`config.mk`:
```
export PLATFORM = sky130hd
export DESIGN_NAME = alu_serial
export DESIGN_NICKNAME = d
export VERILOG_FILES = /design/src/rtl/alu_serial_pkg.sv /design/src/rtl/alu_serial_slice.sv /design/src/rtl/alu_serial.sv
export SDC_FILE = /design/constraint.sdc
export NUM_CORES = 1
export LEC_CHECK = 0
export BUFFER_PORTS_ARGS = -buffer_cell sky130_fd_sc_hd__buf_2
export CORE_ASPECT_RATIO = 0.75
export CORE_UTILIZATION = 47
export DETAILED_ROUTE_END_ITERATION = 8
export PLACE_DENSITY = 0.79
export SLEW_MARGIN = 5
export SYNTH_ARGS = -nofsm -noshare
export SYNTH_HDL_FRONTEND = slang
export SYNTH_HIERARCHICAL = 1
export SYNTH_SLANG_ARGS = --single-unit
```
`constraint.sdc`:
```
create_clock -name clk -period 2.8 [get_ports clk]
set_clock_uncertainty 0.2 [all_clocks]
set_input_delay 0.56 -clock clk [delete_from_list [all_inputs] [get_ports clk]]
set_output_delay 0.56 -clock clk [all_outputs]
set_load 0.01 [all_outputs]
```
`src/rtl/alu_serial_pkg.sv`:
```
// Shared definitions for the bit-serial ALU: operation encodings and FSM state type.
// No logic; constants and types only.
// Imported by the slice and the top.
package alu_serial_pkg;

    localparam logic [1:0] OP_AND = 2'b00;
    localparam logic [1:0] OP_OR  = 2'b01;
    localparam logic [1:0] OP_ADD = 2'b10;
    localparam logic [1:0] OP_XOR = 2'b11;

    typedef enum logic [1:0] {
        IDLE = 2'b00,
        RUN  = 2'b01,
        DONE = 2'b10
    } state_t;

endpackage

```
`src/rtl/alu_serial_slice.sv`:
```
// 1-bit ALU slice (alu1Bit): AND / OR / full-add / XOR on a single bit.
// Latency: purely combinational.
// Backpressure: none; cout is the add carry for ADD and 0 for every other op.
module alu1Bit
    import alu_serial_pkg::*;
(
    output logic       result,
    output logic       cout,
    input  logic [1:0] ALUop,
    input  logic       a,
    input  logic       b,
    input  logic       cin
);

    // Select the bit operation; only ADD consumes or produces a carry.
    always_comb begin
        result = 1'b0;
        cout   = 1'b0;
        case (ALUop)
            OP_AND: result = a & b;
            OP_OR:  result = a | b;
            OP_ADD: begin
                result = a ^ b ^ cin;
                cout   = (a & b) | (cin & (a ^ b));
            end
            default: result = a ^ b;
        endcase
    end

endmodule

```
`src/rtl/alu_serial.sv`:
```
// Bit-serial ALU: processes one operand bit per cycle, LSB first, through one alu1Bit slice.
// Latency: done pulses WIDTH+1 edges after the accepting edge (accept, then WIDTH RUN edges).
// Backpressure: start is only honoured while ready=1; requests in RUN or DONE are dropped.
module alu_serial
    import alu_serial_pkg::*;
#(
    parameter int WIDTH = 8
) (
    input  logic             clk,
    input  logic             reset,
    input  logic             start,
    input  logic [WIDTH-1:0] a,
    input  logic [WIDTH-1:0] b,
    input  logic             cin,
    input  logic [1:0]       ALUop,
    output logic             ready,
    output logic             busy,
    output logic             done,
    output logic [WIDTH-1:0] result,
    output logic             cout,
    output logic             zero
);

    localparam int CNT_W = $clog2(WIDTH);

    state_t             state_q, state_d;
    logic [WIDTH-1:0]   a_q, a_d;
    logic [WIDTH-1:0]   b_q, b_d;
    logic [1:0]         op_q, op_d;
    logic               carry_q, carry_d;
    logic [CNT_W-1:0]   cnt_q, cnt_d;
    logic [WIDTH-1:0]   res_q, res_d;
    logic               cout_q, cout_d;
    logic               zero_q, zero_d;

    logic               slice_res;
    logic               slice_cout;
    logic [WIDTH-1:0]   res_shift;
    logic               last_bit;

    alu1Bit u_slice (
        .result (slice_res),
        .cout   (slice_cout),
        .ALUop  (op_q),
        .a      (a_q[cnt_q]),
        .b      (b_q[cnt_q]),
        .cin    (carry_q)
    );

    assign res_shift = {slice_res, res_q[WIDTH-1:1]};
    assign last_bit  = (cnt_q == CNT_W'(WIDTH - 1));

    // Next-state and datapath update; every register holds unless its state says otherwise.
    always_comb begin
        state_d = state_q;
        a_d     = a_q;
        b_d     = b_q;
        op_d    = op_q;
        carry_d = carry_q;
        cnt_d   = cnt_q;
        res_d   = res_q;
        cout_d  = cout_q;
        zero_d  = zero_q;
        case (state_q)
            IDLE: begin
                if (start) begin
                    state_d = RUN;
                    a_d     = a;
                    b_d     = b;
                    op_d    = ALUop;
                    carry_d = cin;
                    cnt_d   = '0;
                end
            end
            RUN: begin
                res_d   = res_shift;
                carry_d = slice_cout;
                cnt_d   = cnt_q + CNT_W'(1);
                if (last_bit) begin
                    state_d = DONE;
                    // Flags settle with the final shift so they are valid alongside done.
                    cout_d  = (op_q == OP_ADD) ? slice_cout : 1'b0;
                    zero_d  = (res_shift == '0);
                end
            end
            DONE:    state_d = IDLE;
            default: state_d = IDLE;
        endcase
    end

    // State register with synchronous reset that abandons any operation in flight.
    always_ff @(posedge clk) begin
        if (reset) begin
            state_q <= IDLE;
            a_q     <= '0;
            b_q     <= '0;
            op_q    <= OP_AND;
            carry_q <= 1'b0;
            cnt_q   <= '0;
            res_q   <= '0;
            cout_q  <= 1'b0;
            zero_q  <= 1'b1;
        end else begin
            state_q <= state_d;
            a_q     <= a_d;
            b_q     <= b_d;
            op_q    <= op_d;
            carry_q <= carry_d;
            cnt_q   <= cnt_d;
            res_q   <= res_d;
            cout_q  <= cout_d;
            zero_q  <= zero_d;
        end
    end

    assign ready  = (state_q == IDLE);
    assign busy   = (state_q == RUN);
    assign done   = (state_q == DONE);
    assign result = res_q;
    assign cout   = cout_q;
    assign zero   = zero_q;

endmodule

```
==> impl_metrics.toml, run 1 <==
[outcome]
outcome = "finished, final reports clean"

[floorplanning]
initial_utilization = 0.506
die_y_um = 51.2
die_w_um = 67.6
die_area_um2 = 3460
num_rows = 17
io_pins = 35
core_area_um2 = 3000

[clock_tree]
clkTransAtPathRegs_ps = 60
cts.path.max_buffers = 2
cts_hold_buffers = 0
clkLatencyLatePin_ps = 280
clock-root-buffer = "clkbuf_8"
cts_sinks = 34
post-cts-setup-buffers = 0
cts_tree = "built"
cts_made_buffers = 5
cts_max_level = 2

[placed_design]
place.gp.congestion = 0.827
placedCellCount = 239
pre_cts_slack_ps = -101
dp_hpwl_mm = 2.11
portBuffers = 34
dpl_cell_area_um2 = 1690

[finish]
nets = 235
finalInstanceArea_um2 = 1770
final_common_cell = "nand2_1"
seq_area_um2 = 684
drive_gt1_frac = 0.269
diodes = 0
num-fill-cells = 271
layout_common_cells = "nand2_1 (57), buf_2 (34), a21oi_1 (33), dfxtp_1 (33), nor2_1 (6)"
multi_input_area_um2 = 746
syn_to_final_growth_pct = 16.9
layout.cells.non_filler = 246

[global_route]
grt_start_max_net_pins = 35
gr-total-overflow = 0
grt_pass1_vias = 1142
grt_pass1_wl_mm = 5.04
grt_usage = 0.202
antenna_found_initial = 0

[synth]
synthArstFlopShare = 0
syn_area_um2 = 1520
synth_ff_type = "dfxtp_1"
syn_nets = 202
syn_area_per_cell_um2 = 8.67
synthTopCellsByArea = "dfxtp_1 (45%), nand2_1 (14%), a21oi_1 (11%)"
syn_inst = 175
yosys_warnings = 6
ys_ff_latch = 34
synth_top_area_cell = "dfxtp_1"
synth_edf_count = 0
yosys.area.top_type_share = 0.449
synth_cell_type_count = 27
seq_area_frac_synth = 0.449

[critical_path]
critical_path.max_fanout = 5
worst_ep_arrival_time_ps = 2750
startpoint_type = "flop"
critPathKind = "reg -> reg"
crit_required_ps = 2830
cp-end-kind = "flop"

[route]
vias_per_cell = 5.22
vias = 1285
first_pass_iters = 4
drcViolationCount = 0
wirelength_mm = 2.98
wire_per_inst_um = 12.1
drt-initial-drc-count = 82
drtAntennaViolNets = 0

[timing]
rsz0062_at_grt = "yes"
fin_crit_sh = 0.973
timing.fmax_mhz = 367
finalHoldViolations = 0
fin_tns_setup_ps = 0
slew_viol_final = 0
finalCriticalPeriod_ps = 2720
slew_headroom = 0.520
tightestPinTransition_ps = 719
fin_ws_ps = 75.4
finalSetupViolCount = 0
holdWs_ps = 254

[power_and_ir_drop]
p_leak_nw = 0.744
power.density_nw_per_um2 = 543
irDropWorstVdd_mv = 0.390

[run]
max-cap-violations = 0

[hold_path]
hold_path_class = "reg -> reg"
-- critical path, cell delays in order, from the launching register on --
cell     delay [ps]
dfxtp_4         390
mux4_2          510
mux2_4          310
fa_1            460
mux4_2          490
nor4_2          140
nand4_1         110
nand2_1          80
-- stage by stage --
step                      power [mW]   util
after floorplan                0.610      -
after global placement         0.640  0.565
after detailed placement       0.644  0.565
after CTS                      0.970  0.591
after global routing            1.01  0.591
final                          0.962  0.591
-- final cells by class --
cell class,instances,area share
Inverter,5,0.0106
Timing Repair Buffer,38,0.113
Sequential cell,34,0.386
Multi-Input combinational cell,124,0.421
Tap cell,38,0.0268
Clock buffer,7,0.0430
-- synthesized netlist by cell type, types with 2 or more instances --
master	count
a21oi_1	33
buf_2	5
buf_6	2
clkbuf_1	4
dfxtp_1	34
ha_1	4
inv_1	5
mux2_2	2
mux4_1	4
nand2_1	57
nand2b_1	2
nand3_1	2
nor2_1	6
nor4_1	2
-- power breakdown --
group	leakage [nW]	internal [mW]	switching, mW	total, mW
clock network	0.0383	0.171	0.155	0.325
registers	0.278	0.504	0.0178	0.522
logic	0.428	0.0554	0.0595	0.115
-- registers in the layout (all words and copies together), names as in the netlist --
register and cells:
a_q 8, b_q 8, carry_q 1, cnt_q 3, cout 1, op_q 2, result 8, state_q 2
zero 1
-- layer usage --
layer  GRT usage  vias up  wire length (µm)
met1       0.273      601              1470
met3      0.0536        8               137
met5           0        -                 0
li1            -      649                 -
met2       0.297       27              1330
met4      0.0957        0                48
-- worst paths after layout --
path         slack [ps]  depth (start not counted)      start        end
max                  80                          7   cnt_q[0]       zero
min                 250                          2  result[0]  result[0]
max reg2reg          80                          7   cnt_q[0]       zero
min reg2reg         250                          2  result[0]  result[0]
-- cells by family (layout without fill, tap and decap cells) --
logic type	count (synthesis)	in the layout	synth area share
AO/OA/AOI/OAI	36	36	0.125
adder cells (fa/ha/maj)	5	5	0.0462
AND/OR/NAND/NOR	76	76	0.223
multiplexers	7	7	0.0990
flip-flops	34	34	0.449
buffers and inverters	17	50	0.0586
-- repair_timing --
| action | CTS | global route |
|---|---|---|
| gates resized for setup | 9 | 0 |
| cloned | 0 | 0 |
| endpoints found under the setup margin | 1 | 1 |
| hold endpoints to repair | 0 | 0 |
| pin swaps | 2 | 1 |
Power figures use the tool's default switching activity.
==> inputs of run 2 (changes only) <==
Settings changed: ABC_AREA from default to 1, ABC_CLOCK_PERIOD_IN_PS from default to 2800, CORE_UTILIZATION 47 to 48.
==> impl_metrics.toml, run 2 <==
[synth]
synthArstFlopShare = 0
syn_inst = 235
synth_ff_type = "dfxtp_1"
syn_area_per_cell_um2 = 6.97
ys_ff_latch = 34
ys_top_cells_by_count = "nor2_1 (47), nand2_1 (44), dfxtp_1 (34)"
synth_edf_count = 0
syn_area_um2 = 1640
synth_most_common_cell = "nor2_1"
synth_cell_type_count = 20
yosys_warnings = 6
synth_top_area_cell = "dfxtp_1"
synthTopCellsByArea = "dfxtp_1 (42%), nor2_1 (11%), nand2_1 (10%)"
syn_nets = 262
seq_area_frac_synth = 0.416
yosys.area.top_type_share = 0.416

[outcome]
outcome = "finished, final reports clean"

[clock_tree]
post-cts-setup-buffers = 0
cts_tree = "built"
clkLatencyLatePin_ps = 290
cts_sinks = 34
cts.path.max_buffers = 2
cts_made_buffers = 5
cts_max_level = 2
clkTransAtPathRegs_ps = 70
clock-root-buffer = "clkbuf_8"

[power_and_ir_drop]
clockPowerShare = 0.363
switching_power_uw = 316
power.density_nw_per_um2 = 607
internal_power_uw = 844
p_seq_frac = 0.474
irDropWorstVdd_mv = 0.295
combPwrFrac = 0.163
switching_share = 0.273
p_leak_nw = 0.937

[placed_design]
portBuffers = 34
placedCellCount = 300
dp_hpwl_mm = 2.23
dpl_cell_area_um2 = 1800
place.gp.congestion = 0.882

[timing]
timing.fmax_mhz = 426
finalCriticalPeriod_ps = 2350
slew_viol_final = 0
finalSetupViolCount = 0
slew_headroom = 0.560
rsz0062_at_grt = "no"
finalHoldViolations = 0
tightestPinTransition_ps = 659
holdWs_ps = 273
fin_crit_sh = 0.838
fin_tns_setup_ps = 0

[global_route]
grt_pass1_vias = 1193
grt_pass1_wl_mm = 5.22
antenna_found_initial = 0
gr-total-overflow = 0
grt_start_max_net_pins = 29
grt_usage = 0.190

[finish]
multi_input_area_um2 = 767
layout_common_cells = "nor2_1 (47), nand2_1 (44), buf_2 (34)"
syn_to_final_growth_pct = 16.7
final_common_cell = "nor2_1"
drive_gt1_frac = 0.226
layout.cells.non_filler = 308
finalInstanceArea_um2 = 1910
nets = 296
num-fill-cells = 278
diodes = 0
seq_area_um2 = 682

[floorplanning]
die_area_um2 = 3650
die_y_um = 52.6
initial_utilization = 0.531
num_rows = 17
core_area_um2 = 3080
io_pins = 35
die_w_um = 69.5

[critical_path]
startpoint_type = "flop"
worst_ep_arrival_time_ps = 2380
crit_required_ps = 2830
critical_path.max_fanout = 11
cp-end-kind = "flop"
critPathKind = "reg -> reg"

[route]
wirelength_mm = 3.07
drt-initial-drc-count = 93
wire_per_inst_um = 9.97
drcViolationCount = 0
vias = 1460
first_pass_iters = 4
drtAntennaViolNets = 0
vias_per_cell = 4.74

[hold_path]
hold_path_class = "reg -> reg"

[run]
max-cap-violations = 0
-- run 2: what timing repair did --
item / 4_1_cts / 5_1_grt
hold buffers: 0 / 0
gates resized for setup: 0 / 2
setup endpoints to repair: 0 / 1
hold endpoints to repair: 0 / 0
-- run 2: worst max-delay path: stages (launching register included) --
cell	delay, ps
dfxtp_2	460
clkinvlp_4	230
nand2_1	100
nand3_1	60
nand2_1	70
nand2_1	50
nand2_1	130
fa_1	440
nand3_1	100
nand2_1	50
inv_1	40
nand2_1	50
nor2_1	90
nand2_1	60
nor2_1	80
nand2_1	50
nand2_1	50
-- run 2: through the flow --
step | total power [mW] | util | setup slack (ps)
after floorplan | 0.703 | - | 592
after global placement | 0.743 | 0.583 | 383
after detailed placement | 0.748 | 0.583 | 286
after CTS | 1.17 | 0.618 | 263
after global routing | 1.22 | 0.620 | 185
final | 1.16 | 0.620 | 453
-- run 2: final timing paths --
check	startpoint	end	slack, ps	depth (start not counted)
worst max-delay path	cnt_q[0]	zero	450	16
worst min-delay path	zero	zero	270	2
worst max register to register	cnt_q[0]	zero	450	16
worst min register to register	zero	zero	270	2
-- run 2: routing by layer --
layer	wire length, µm	vias up	part of all wire	track usage
met4	28	0	0.0091	0.0510
met5	0	-	0	0
li1	-	795	-	-
met3	168	4	0.055	0.0808
met2	1200	32	0.39	0.277
met1	1670	629	0.54	0.257
-- run 2: logic make-up after synthesis --
family | count (synthesis) | synth area share
buffers and inverters | 40 | 0.116
AND/OR/NAND/NOR | 117 | 0.306
flip-flops | 34 | 0.416
AO/OA/AOI/OAI | 39 | 0.119
adder cells (fa/ha/maj) | 5 | 0.0428
-- run 2: final cells by class --
cell class              count  area share
multi-input cells         161       0.401
repair buffers             34      0.0890
clock buffers               8      0.0576
inverters                  33      0.0707
well taps                  38      0.0249
flip-flops and latches     34       0.357
-- run 2: power groups by stage --
stage                     combinational (mW)  clock, mW  sequential [mW]
after floorplan                        0.146          0            0.557
after global placement                 0.185          0            0.558
after detailed placement               0.189          0            0.560
after CTS                              0.189      0.427            0.549
after global routing                   0.222      0.446            0.556
final                                  0.189      0.422            0.550
